File: config.mk
export PLATFORM = sky130hd
export DESIGN_NAME = m_useq
export DESIGN_NICKNAME = d
export VERILOG_FILES = /design/src/rtl/m_useq_pkg.sv /design/src/rtl/m_useq_nxt.sv /design/src/rtl/m_useq.sv
export SDC_FILE = /design/constraint.sdc
export NUM_CORES = 1
export LEC_CHECK = 0
export CAP_MARGIN = 0
export CORE_ASPECT_RATIO = 1.25
export CORE_MARGIN = 2
export CORE_UTILIZATION = 41
export CTS_CLUSTER_SIZE = 12
export DETAILED_ROUTE_END_ITERATION = 8
export PLACE_DENSITY = 0.74
export SLEW_MARGIN = 10
export SYNTH_ARGS = -nofsm -noshare
export SYNTH_HDL_FRONTEND = slang
export SYNTH_SLANG_ARGS = --single-unit
File: constraint.sdc
create_clock -name clk -period 1.9 [get_ports clk]
set_clock_uncertainty 0.2 [all_clocks]
set_input_delay 0.38 -clock clk [delete_from_list [all_inputs] [get_ports clk]]
set_output_delay 0.38 -clock clk [all_outputs]
set_load 0.005 [all_outputs]
File: src/rtl/m_useq_pkg.sv
// Shared definitions for the m_useq microcode sequencer.
package m_useq_pkg;

  typedef enum logic [1:0] {
    SN_SEQ      = 2'b00,
    SN_DISPATCH = 2'b01,
    SN_COND     = 2'b10,
    SN_CALL     = 2'b11
  } snext_e;

  typedef enum logic [1:0] {
    ST_BOOT  = 2'b00,
    ST_RUN   = 2'b01,
    ST_STALL = 2'b10
  } state_e;

  // rinx value that turns a CALL/RET microword into a return
  localparam logic [7:0] RET_INX = 8'hFF;

endpackage

File: src/rtl/m_useq_nxt.sv
// Next-index multiplexer for m_useq (purely combinational).
// Define MIDGETV_UCODE_CALL_EN to enable the one-level CALL/RET path.
module m_useq_nxt
  import m_useq_pkg::*;
#(
  parameter logic [7:0] IRQ_INX = 8'hF8
) (
  input  logic [1:0] i_sel,
  input  logic [7:0] i_rinx,
  input  logic [7:0] i_opc_inx,
  input  logic       i_brcond,
  input  logic       i_irq_pending,
`ifdef MIDGETV_UCODE_CALL_EN
  input  logic [7:0] i_retreg,
  output logic       o_call,
`endif
  output logic [7:0] o_nxt,
  output logic       o_dispatch,
  output logic       o_irq
);

  snext_e w_sel;

  assign w_sel = snext_e'(i_sel);

  always_comb begin
    o_nxt      = i_rinx;
    o_dispatch = 1'b0;
    o_irq      = 1'b0;
`ifdef MIDGETV_UCODE_CALL_EN
    o_call     = 1'b0;
`endif
    case (w_sel)
      SN_SEQ: o_nxt = i_rinx;
      SN_DISPATCH: begin
        if (i_irq_pending) begin
          o_nxt = IRQ_INX;
          o_irq = 1'b1;
        end else begin
          o_nxt      = i_opc_inx;
          o_dispatch = 1'b1;
        end
      end
      SN_COND: o_nxt = {i_rinx[7:1], i_brcond};
      SN_CALL: begin
`ifdef MIDGETV_UCODE_CALL_EN
        if (i_rinx == RET_INX) begin
          o_nxt = i_retreg;
        end else begin
          o_nxt  = i_rinx;
          o_call = 1'b1;
        end
`else
        o_nxt = i_rinx;
`endif
      end
      default: o_nxt = i_rinx;
    endcase
  end

endmodule

File: src/rtl/m_useq.sv
// Microcode sequencer: BOOT/RUN/STALL control with registered index and acks.
// Define MIDGETV_UCODE_CALL_EN to add a one-level subroutine return register.
module m_useq
  import m_useq_pkg::*;
#(
  parameter logic [7:0]  BOOT_INX    = 8'h00,
  parameter logic [7:0]  IRQ_INX     = 8'hF8,
  parameter int unsigned BOOT_CYCLES = 2
) (
  input  logic       clk,
  input  logic       rst_n,
  input  logic [7:0] rinx,
  input  logic [1:0] s_next,
  input  logic [7:0] opc_inx,
  input  logic       brcond,
  input  logic       progress_ucode,
  input  logic       irq_pending,
  output logic [7:0] minx,
  output logic       dispatch_ack,
  output logic       irq_ack
);

  localparam logic [2:0] BOOT_LAST = 3'(BOOT_CYCLES - 1);

  state_e     r_state;
  logic [2:0] r_cnt;
  logic [7:0] w_nxt;
  logic       w_dispatch;
  logic       w_irq;
`ifdef MIDGETV_UCODE_CALL_EN
  logic [7:0] r_retreg;
  logic       w_call;
`endif

  m_useq_nxt #(
    .IRQ_INX (IRQ_INX)
  ) u_nxt (
    .i_sel         (s_next),
    .i_rinx        (rinx),
    .i_opc_inx     (opc_inx),
    .i_brcond      (brcond),
    .i_irq_pending (irq_pending),
`ifdef MIDGETV_UCODE_CALL_EN
    .i_retreg      (r_retreg),
    .o_call        (w_call),
`endif
    .o_nxt         (w_nxt),
    .o_dispatch    (w_dispatch),
    .o_irq         (w_irq)
  );

  // STALL shares the RUN path: resuming evaluates the held microword in the same cycle.
  always_ff @(posedge clk or negedge rst_n) begin
    if (!rst_n) begin
      r_state      <= ST_BOOT;
      r_cnt        <= '0;
      minx         <= BOOT_INX;
      dispatch_ack <= 1'b0;
      irq_ack      <= 1'b0;
`ifdef MIDGETV_UCODE_CALL_EN
      r_retreg     <= '0;
`endif
    end else begin
      case (r_state)
        ST_BOOT: begin
          minx         <= BOOT_INX;
          dispatch_ack <= 1'b0;
          irq_ack      <= 1'b0;
          if (r_cnt == BOOT_LAST) begin
            r_state <= ST_RUN;
            r_cnt   <= '0;
          end else begin
            r_cnt <= r_cnt + 3'd1;
          end
        end
        ST_RUN, ST_STALL: begin
          if (progress_ucode) begin
            r_state      <= ST_RUN;
            minx         <= w_nxt;
            dispatch_ack <= w_dispatch;
            irq_ack      <= w_irq;
`ifdef MIDGETV_UCODE_CALL_EN
            if (w_call) r_retreg <= minx + 8'd1;
`endif
          end else begin
            r_state      <= ST_STALL;
            dispatch_ack <= 1'b0;
            irq_ack      <= 1'b0;
          end
        end
        default: begin
          r_state      <= ST_BOOT;
          r_cnt        <= '0;
          minx         <= BOOT_INX;
          dispatch_ack <= 1'b0;
          irq_ack      <= 1'b0;
        end
      endcase
    end
  end

endmodule

Word-level counts from Yosys, hierarchy flattened
Index checks and enable logic that the tools add are counted.
Widths: inputs -> output; s select.
Cells by class
  $add $sub $neg: 1
  reductions and logical operators: 4
  equal/unequal tests: 8
  mux-type cells: 17
Operator list (number)
  $mux 8: 3
  $pmux 8 s3: 1
  $mux 1: 8
  $eq 2x2->1 const B: 3
  $pmux 3 s2: 1
  $eq 2x1->1 const B: 2
  $logic_not 2->1: 2
  $mux 2: 2
  $ne 2x2->1 const B: 2
  $pmux 2 s2: 1
  $reduce_or 2->1: 2
  $add 3x1->3 const B: 1
  $eq 3x1->1 const B: 1
  $mux 3: 1
Storage, ports and cells
  word-level logic and storage cells: 35
  output and inout port bits: 10
  register bits after elaboration: 15

Longest topological paths before layout
  depth in word-level cells: 5
  mapped depth: 6

Hierarchy
Synthesis repeated with hierarchy kept, for this count alone.
Unflattened totals
  cells, all modules: 89
  area, all modules: 892.1 µm²
By module, submodules not included
  m_useq: times used 1, sequential area each 375.4 µm², area an instance 691.9 µm², cells an instance 58
  m_useq_nxt: times used 1, sequential area each 0.0 µm², area an instance 200.2 µm², cells an instance 31

Worst setup path after synthesis
OpenSTA, ideal clock, no wires.
  path kind: register -> register
  start: reg r_state[0]
  end: reg r_cnt[2]
  path buffers: 0
  stages on the path, launching flop included: 6
  setup time: 0.121 ns
  path slack: 0.374 ns
  arrival time: 1.205 ns
  data required time: 1.579 ns
  path through: dfrtp_1 inv_1 ha_1 nor2_1 mux2_1 a22o_1
Between the ends
  cells in the longest elaborated chain, start to end: 3
Ends and longest elaborated chain
  start, declared: RTL line m_useq.sv:25  | state_e r_state;
  start signal, assigned: RTL line m_useq.sv:55  | r_state <= ST_BOOT;
  start signal, assigned: RTL line m_useq.sv:70  | r_state <= ST_RUN;
  start signal, assigned: RTL line m_useq.sv:78  | r_state <= ST_RUN;
  $eq 2x1->1 / $eq 2x2->1 (equally long branches): RTL line m_useq.sv:64  | case (r_state)
  $reduce_or 2->1: RTL line m_useq.sv:64
  $pmux 3 s2: RTL line m_useq.sv:64
  end signal, assigned: RTL line m_useq.sv:73  | r_cnt <= r_cnt + 3'd1;
  end, declared: RTL line m_useq.sv:26  | logic [2:0] r_cnt;
Several ways; a longest one is shown, not always the timed one.
A chain may end at the register's enable or synchronous reset.

Final worst setup path
  start: reg r_state[1]
  end: reg r_cnt[2]
The elaborated chain is that of the path after synthesis.

==> impl_metrics.env <==
export IMPL_row_count=17
export IMPL_max_vdd_ir_drop_mv=0.5625
export IMPL_seq_area_frac_synth_pct=47.54
export IMPL_grt_first_pass_wirelength_microns=3201
export IMPL_synth_edf_count=0
export IMPL_finalHoldViolations=0
export IMPL_fmax_mhz=559.3
export IMPL_total_design_power_uw=1249
export IMPL_ys_top_cells_by_area="sky130_fd_sc_hd__dfrtp_1 (48%), sky130_fd_sc_hd__ha_1 (7.9%), sky130_fd_sc_hd__nand2_1 (6.7%)"
export IMPL_die_area_sq_mm=0.002295
export IMPL_hold_bufs_inserted_after_cts=0
export IMPL_synthesis_nets=111
export IMPL_grt_max_degree=16
export IMPL_clk_pin_slew_worst_paths_ns=0.09
export IMPL_max_capacitance_violation_count=0
export IMPL_ios=33
export IMPL_end_kind="flop"
export IMPL_distinct_cells_synth=26
export IMPL_finalCritPeriodShare_pct=94.10
export IMPL_drive_above_1_share_pct=11.20
export IMPL_antenna_violations_before_repair=0
export IMPL_layout_commonest_cell="sky130_fd_sc_hd__clkdlybuf4s50_1"
export IMPL_synth_top_area_share_pct=47.54
export IMPL_dpl_cell_area_sq_mm=0.001189
export IMPL_antenna_cells_inserted=0
export IMPL_cts_htree_levels=1
export IMPL_asyncSetResetFlopFracSynth_pct=100.0
export IMPL_max_slew_vio_count=0
export IMPL_cts_tree="yes"
export IMPL_final_net_count=154
export IMPL_fin_crit_ns=1.788
export IMPL_drcViolationCount=0
export IMPL_mappedNetlistArea_sq_um=789.5
export IMPL_static_leakage_power_uw=0.0005663
export IMPL_vias=751
export IMPL_via_count_of_the_first_global_routing_pass=762
export IMPL_fp_coreArea_sq_mm=0.001787
export IMPL_global_routing_s_busiest_layer="met2"
export IMPL_global_route_overflow_total=0
export IMPL_yosys_area_top_type="sky130_fd_sc_hd__dfrtp_1"
export IMPL_grt_util_met1_pct=21.61
export IMPL_die_width_microns=43.25
export IMPL_routed_via_density=5.215
export IMPL_clock_latency_ns=0.27
export IMPL_detailed_place_hpwl_microns=1537
export IMPL_mostFrequentLayoutCells="sky130_fd_sc_hd__clkdlybuf4s50_1 (32), sky130_fd_sc_hd__dfrtp_1 (15), sky130_fd_sc_hd__nand2_1 (14), sky130_fd_sc_hd__o21ai_0 (10), sky130_fd_sc_hd__buf_4 (9)"
export IMPL_finalWeightedCongestion=0.7853
export IMPL_gr_usage_all_layers_pct=18.71
export IMPL_total_number_of_yosys_warnings=0
export IMPL_number_of_port_buffers=32
export IMPL_ys_dominant_reg_cell="sky130_fd_sc_hd__dfrtp_1"
export IMPL_die_height_microns=53.06
export IMPL_finalSetupViolations=0
export IMPL_grt_met3_usage_pct=4.096
export IMPL_postSynthAreaPerCell_sq_um=9.512
export IMPL_netlist_instances=83
export IMPL_worstSetupStartpoint="r_state[1]"
export IMPL_status="finished, final reports clean"
export IMPL_clock_path_buffers=2
export IMPL_slew_limit_headroom_pct=76.08
export IMPL_stdcell_area_sq_mm=0.001215
export IMPL_post_cts_resize_count=0
export IMPL_power_per_cell_area_mw_per_mm2=1028
export IMPL_route_antenna_remaining_nets=0
export IMPL_grt_setup_unrepaired="false"
export IMPL_timing_setup_critical_path_class="flop to flop"
export IMPL_detail_route_wirelength_microns=1856
export IMPL_clock_root_buffer="sky130_fd_sc_hd__clkbuf_4"
export IMPL_wl_per_cell_microns=12.89
export IMPL_worst_ep_arrival_time_ns=1.76
export IMPL_worstPathMaxFanout=12
export IMPL_effective_utilization_at_floorplan_pct=44.19
export IMPL_worst_endpoint_required_ns=1.87
export IMPL_detail_route_iter0_violations=12
export IMPL_tightest_slew_ns=0.3588
export IMPL_use_met2_pct=33.58
export IMPL_cts_buffers_inserted=3
export IMPL_worstReg2RegStart="r_state[1]"
export IMPL_clock_sink_count=15
export IMPL_post_cts_setup_buffer_count=0
export IMPL_area_growth_pct=53.88
export IMPL_hp_class="input port to async pin"
export IMPL_launching_element_type_of_the_critical_path="flop"
export IMPL_number_of_storage_elements_in_the_synthesis_netlist=15
export IMPL_detail_route_first_pass_iterations=4
## stage by stage
step | hold slack (ns) | setup WS, ns | util (%) | setup TNS, ns | instances
final | 0.2196 | 0.1121 | 68.00 | 0 | 144
after global routing | 0.2233 | 0.005435 | 68.00 | 0 | 144
after global placement | 0.2683 | -0.1051 | 66.53 | -0.6589 | 140
after CTS | 0.2248 | 0.1106 | 68.00 | 0 | 144
after floorplan | -0.1156 | 0.3739 | - | 0 | 83
after detailed placement | 0.2963 | -0.1474 | 66.53 | -1.013 | 140
## power by group
| group | switching (uW) | internal [uW] | total [uW] |
|---|---|---|---|
| clock network | 97.5 | 81.2 | 179 |
| registers | 59.9 | 415 | 475 |
| logic | 266 | 329 | 595 |
## logic make-up (layout without fill, tap and decap cells)
family / Yosys count / in the layout / share of synthesized area [%]
AOI/OAI and AO/OA: 28 / 28 / 22.03
adders and majority gates: 5 / 5 / 7.924
DFF: 15 / 15 / 47.54
and+or+nand+nor: 24 / 24 / 14.42
buffers and inverters: 8 / 50 / 3.962
muxes: 3 / 3 / 4.120
## per-layer routing
layer | up-vias | share of wire, %
met3 | 2 | 5.8
met1 | 345 | 43
met4 | 0 | 0.75
met5 | - | 0
li1 | 377 | -
met2 | 27 | 51
## critical path: stages (launching register included)
cell                      delay [ns]
sky130_fd_sc_hd__dfrtp_1        0.37
sky130_fd_sc_hd__inv_1          0.05
sky130_fd_sc_hd__ha_1           0.49
sky130_fd_sc_hd__nor2_1         0.09
sky130_fd_sc_hd__mux2_1         0.30
sky130_fd_sc_hd__a22o_1         0.17
## state kept, by name, indices dropped and copies added, names as in the netlist
name          count
dispatch_ack      1
irq_ack           1
r_state           2
r_cnt             3
minx              8
## cell usage after synthesis (2+ instances only)
| library cell | n |
|---|---|
| sky130_fd_sc_hd__dfrtp_1 | 15 |
| sky130_fd_sc_hd__nand2_1 | 14 |
| sky130_fd_sc_hd__o21ai_0 | 10 |
| sky130_fd_sc_hd__a31oi_1 | 5 |
| sky130_fd_sc_hd__ha_1 | 5 |
| sky130_fd_sc_hd__inv_1 | 5 |
| sky130_fd_sc_hd__nor2_1 | 4 |
| sky130_fd_sc_hd__o21ai_1 | 3 |
| sky130_fd_sc_hd__a21oi_1 | 2 |
| sky130_fd_sc_hd__a32oi_1 | 2 |
| sky130_fd_sc_hd__clkbuf_1 | 2 |
| sky130_fd_sc_hd__mux2_1 | 2 |
## worst paths after layout
kind	end	slack, ns	cells after the start
max in group asynchronous	r_cnt[1]	1.10	2
worst max register to register	r_cnt[2]	0.11	5
worst min register to register	minx[0]	0.31	2
worst min-delay path	r_state[0]	0.22	2
worst max-delay path	r_cnt[2]	0.11	5
min in group clk	minx[0]	0.31	2
## layout make-up
cell class / instances / area (sq um)
clock buffers: 4 / 26.28
inverters: 5 / 18.77
well taps: 19 / 23.77
fillers: 161 / 571.8
multi-input cells: 60 / 382.9
repair buffers: 41 / 387.9
flip-flops and latches: 15 / 375.4
Note: power is estimated with default switching activity, not from simulation.
